--- src/rtl/hazard_fwd_unit.sv ---
// Hazard detection and EX operand forwarding from a private shadow pipeline of destination tags.
// Optional macro RF_WB_HOLD_EN adds a post-WB HOLD stage that drives select 11.
module hazard_fwd_unit #(
    parameter int unsigned REG_AW = 5,
    parameter int unsigned CNT_W  = 16
) (
    input  logic              clk,
    input  logic              rst,
    input  logic              id_valid,
    input  logic [REG_AW-1:0] id_rs1,
    input  logic [REG_AW-1:0] id_rs2,
    input  logic              id_use_rs1,
    input  logic              id_use_rs2,
    input  logic [REG_AW-1:0] id_rd,
    input  logic              id_reg_write,
    input  logic              id_mem_read,
    input  logic              ex_branch_taken,
    output logic [1:0]        fwd_a_sel,
    output logic [1:0]        fwd_b_sel,
    output logic              stall,
    output logic              bubble,
    output logic [CNT_W-1:0]  stall_count
);

    localparam logic [1:0] SEL_RF   = 2'b00;
    localparam logic [1:0] SEL_WB   = 2'b01;
    localparam logic [1:0] SEL_MEM  = 2'b10;
    localparam logic [1:0] SEL_HOLD = 2'b11;

    // Producer tag; the load flag lives beside it only where it is consulted (EX, MEM).
    typedef struct packed {
        logic              valid;
        logic              reg_write;
        logic [REG_AW-1:0] rd;
    } tag_t;

    typedef struct packed {
        tag_t              t;
        logic              mem_read;
        logic [REG_AW-1:0] rs1;
        logic [REG_AW-1:0] rs2;
        logic              use_rs1;
        logic              use_rs2;
    } ex_tag_t;

    ex_tag_t ex_q;
    tag_t    mem_q;
    logic    mem_load_q;
    tag_t    wb_q;
`ifdef RF_WB_HOLD_EN
    tag_t    hold_q;
`endif

    function automatic logic produces(input tag_t s, input logic [REG_AW-1:0] r);
        return s.valid & s.reg_write & (s.rd != '0) & (s.rd == r);
    endfunction

    // Youngest producer wins; a load still in MEM has no data to forward yet.
    function automatic logic [1:0] pick_sel(input logic [REG_AW-1:0] r, input logic use_bit);
        logic [1:0] sel;
        sel = SEL_RF;
        if (ex_q.t.valid && use_bit) begin
            if (produces(mem_q, r) && !mem_load_q)
                sel = SEL_MEM;
            else if (produces(wb_q, r))
                sel = SEL_WB;
`ifdef RF_WB_HOLD_EN
            else if (produces(hold_q, r))
                sel = SEL_HOLD;
`endif
        end
        return sel;
    endfunction

    always_comb begin
        fwd_a_sel = pick_sel(ex_q.rs1, ex_q.use_rs1);
        fwd_b_sel = pick_sel(ex_q.rs2, ex_q.use_rs2);
    end

    // Load-use detection; a taken branch flushes the consumer instead of stalling it.
    always_comb begin
        stall  = id_valid & ex_q.t.valid & ex_q.mem_read & (ex_q.t.rd != '0)
               & ((id_use_rs1 & (ex_q.t.rd == id_rs1)) | (id_use_rs2 & (ex_q.t.rd == id_rs2)))
               & ~ex_branch_taken;
        bubble = stall | ex_branch_taken;
    end

    always_ff @(posedge clk or posedge rst) begin
        if (rst) begin
            ex_q       <= '0;
            mem_q      <= '0;
            mem_load_q <= 1'b0;
            wb_q       <= '0;
`ifdef RF_WB_HOLD_EN
            hold_q     <= '0;
`endif
        end else begin
`ifdef RF_WB_HOLD_EN
            hold_q     <= wb_q;
`endif
            wb_q       <= mem_q;
            mem_q      <= ex_q.t;
            mem_load_q <= ex_q.mem_read;
            if (bubble) begin
                ex_q <= '0;
            end else begin
                ex_q.t.valid     <= id_valid;
                ex_q.t.reg_write <= id_reg_write;
                ex_q.t.rd        <= id_rd;
                ex_q.mem_read    <= id_mem_read;
                ex_q.rs1         <= id_rs1;
                ex_q.rs2         <= id_rs2;
                ex_q.use_rs1     <= id_use_rs1;
                ex_q.use_rs2     <= id_use_rs2;
            end
        end
    end

    always_ff @(posedge clk or posedge rst) begin
        if (rst)
            stall_count <= '0;
        else if (stall && (stall_count != '1))
            stall_count <= stall_count + CNT_W'(1);
    end

endmodule

--- config.mk ---
export PLATFORM = sky130hd
export DESIGN_NAME = hazard_fwd_unit
export DESIGN_NICKNAME = d
export VERILOG_FILES = /design/src/rtl/hazard_fwd_unit.sv
export SDC_FILE = /design/constraint.sdc
export NUM_CORES = 1
export LEC_CHECK = 0
export BUFFER_PORTS_ARGS = -buffer_cell sky130_fd_sc_hd__buf_2
export CORE_MARGIN = 3
export CORE_UTILIZATION = 59
export DETAILED_ROUTE_END_ITERATION = 8
export PLACE_DENSITY = 0.81
export SLEW_MARGIN = 20
export SYNTH_ARGS = -nofsm -noshare
export SYNTH_HDL_FRONTEND = slang
export SYNTH_SLANG_ARGS = --single-unit
export TNS_END_PERCENT = 100
--- constraint.sdc ---
create_clock -name clk -period 4.4 [get_ports clk]
set_input_delay 0.44 -clock clk [delete_from_list [all_inputs] [get_ports clk]]
set_output_delay 0.44 -clock clk [all_outputs]
set_load 0.05 [all_outputs]
==> results.toml <==
[logic_synthesis]
synth_fp_nets = 223
synthCells = 199
avgSynthCellArea_sq_um = 12.0
synthArstFlopShare = 1.00
synth_top_family_by_area = "simple AND/OR/NAND/NOR gates"
synth_area_leaders = "dfrtp_1, xor2_1, and2_1, xnor2_1, nor4b_2"
yosys-mux-area-fraction = 0.0188
synth_top_cell_by_area = "dfrtp_1"
ys.flop_type = "dfrtp_1"
synth_edf_count = 0
synth-seq-cells = 51
synth_xor_area_frac = 0.154
synthAdderAreaFrac = 0.00524
yosysSeqAreaShare = 0.534
syn_area_sq_um = 2390
synth_compound_area_frac = 0.0251
synth_top_area_frac = 0.534
synth_cell_type_count = 35
synthSimpleGateAreaFrac = 0.249
yosysWarnings = 0

[routing]
routed_wl_microns = 4550
drt_iter0_drc = 93
routedWlPerCell_microns = 15.4
drc_errors = 0
postRouteAntennaNets = 0
vias = 1627
dr.pass1.iters = 4
vias_per_cell = 5.52

[placement]
dp_hpwl_microns = 3410
gp_congestion = 0.921
pre_cts_slack_ps = 1620
port_buffers = 44

[power]
p_leak_nw = 1.37
clkPwrFrac = 0.360
netSwitchingPower_w = 0.000209
intPower_w = 0.000685
ir_drop_mv = 0.270
swShare = 0.234
cellPowerDensity_nw_per_um2 = 324
combPwrFrac = 0.078
power_frac_seq = 0.562

[grt]
grt_pass1_wl_microns = 7270
antenna_found_initial = 0
grt_pass1_vias = 1525
overflow = 0
grt_util_all_layers = 0.193
grt_max_degree = 52

[cts]
ctsResizeCount = 0
cts_tree = "built"
htree_levels = 2
clk_latency_ps = 300
clockRootBuffer = "clkbuf_8"
clockBufferDepth = 2
cts_sinks = 51
cts.clk_slew.worst_paths_ps = 90
numCtsBuffers = 5
postCtsSetupRepairBufs = 0
cts_hold_buf = 0

[critical_path]
critPathArrivalTime_ps = 2600
cp_top_family = "compound AO/OA/AOI/OAI gates"
end_kind = "output pin"
crit_chain = "xor2_1 > nor4_2 > a32oi_2 > o21ba_2 > inv_1 > buf_2"
cp.buffers_inverters = 2
crit_fanout = 21
crit_path_top_delay_cell = "a32oi_2"
critPathKind = "register to output pin"
cp_slowest_stage_delay_ps = 790
critPathRequiredTime_ps = 3960
critPathLaunchType = "register"

[timing]
worst_slack_ps = 1360
max_freq_ghz = 0.329
hold_ws_ps = 251
maxSlewHeadroom = 0.357
setup_tns_ps = 0
worst_slew_pin_slew_ps = 964
skew_ps = 3.90
min_period_ps = 3040
finalMaxSlewViolations = 0
rsz0062_at_grt = "false"
hold_viol = 0
finalSetupViolCount = 0
finalCritPeriodShare = 0.691

[flow_run]
max-cap-violations = 0

[floorplanning]
die_h_microns = 69.6
design.core.area_sq_um = 3770
io_pins = 45
start_util = 0.634
die_w_microns = 69.6
num_rows = 22
die_area_sq_um = 4850

[cells_and_area]
area_growth_pct = 15.4
final_common_cell = "dfrtp_1"
nets = 270
diodes = 0
drive_gt1_frac = 0.291
most-common-layout-cells = "dfrtp_1, buf_2, xor2_1, and2_1, xnor2_1"

[worst_hold_path]
holdCritPathClass = "input port to asynchronous set/reset pin"

[status]
status = "finished, final reports clean"
## final cells by class
type	instances	area, sq um
clock inverters	3	43.8
well taps	48	60.1
flip-flops and latches	51	1280
repair buffers	44	220
clock buffers	5	68.8
inverters	2	8.76
multi-input cells	142	1080
fillers	264	1010
## sequential cells by signal, summed over array words and instances (netlist names)
| signal | count |
|---|---|
| wb_q | 7 |
| stall_count | 16 |
| mem_load_q | 1 |
| ex_q | 20 |
| mem_q | 7 |
## final timing paths
kind,from,cells after the start,endpoint,slack [ps]
min,rst,2,ex_q[14],250
max,ex_q[13],6,bubble,1360
max reg2reg,ex_q[14],5,stall_count[1],2090
min in group clk,id_rd[2],2,ex_q[15],330
min reg2reg,ex_q[18],0,mem_q[5],350
max in group asynchronous,rst,2,ex_q[6],3670
## worst register-to-register path, delay by kind of cell, from the launching register on
kind	cells	cell delay [ps]
simple gates	2	780
flops	1	450
compound gates	1	410
mux	1	360
xor+xnor	1	200
## Yosys cell counts (4+ instances only)
library cell / number
xor2_1: 32
and2_1: 21
dfrtp_1: 51
nor4b_2: 4
xnor2_1: 10
nand3_1: 8
nand4_1: 6
nor2_1: 6
nor3_1: 8
and3_1: 4
nand2_1: 8
nor4_1: 6
nor4_2: 4
## per-stage QoR
step                      utilization  total power, W  cells  cell area, sq um
after floorplan                     -        0.000556    199              2390
after global placement          0.701        0.000579    287              2650
after detailed placement        0.701        0.000582    287              2650
after CTS                       0.731        0.000901    295              2760
after global routing            0.732        0.000932    295              2760
final                           0.732        0.000894    295              2760
## power by group through the flow
stage                     Sequential, W  Clock [W]  Combinational [W]
after floorplan                0.000508          0          0.0000483
after global placement         0.000510          0          0.0000682
after detailed placement       0.000512          0          0.0000704
after CTS                      0.000502   0.000328          0.0000710
after global routing           0.000505   0.000350          0.0000771
final                          0.000502   0.000322          0.0000698
## metal layers
metal	global-route usage	part of all wire	vias to the layer above
met1	0.273	0.48	797
met3	0.0522	0.049	7
met2	0.291	0.45	39
met4	0.0638	0.014	0
li1	-	-	784
met5	0	0	-
## kinds of logic (layout without fill, tap and decap cells)
group | after synthesis | in the layout
AO/OA/AOI/OAI | 7 | 7
AND/OR/NAND/NOR | 88 | 88
flip-flops | 51 | 51
multiplexers | 4 | 4
adder cells (fa/ha/maj) | 1 | 1
XOR/XNOR | 42 | 42
buffers and inverters | 6 | 54
No activity file was read; power rests on OpenSTA's default activity.
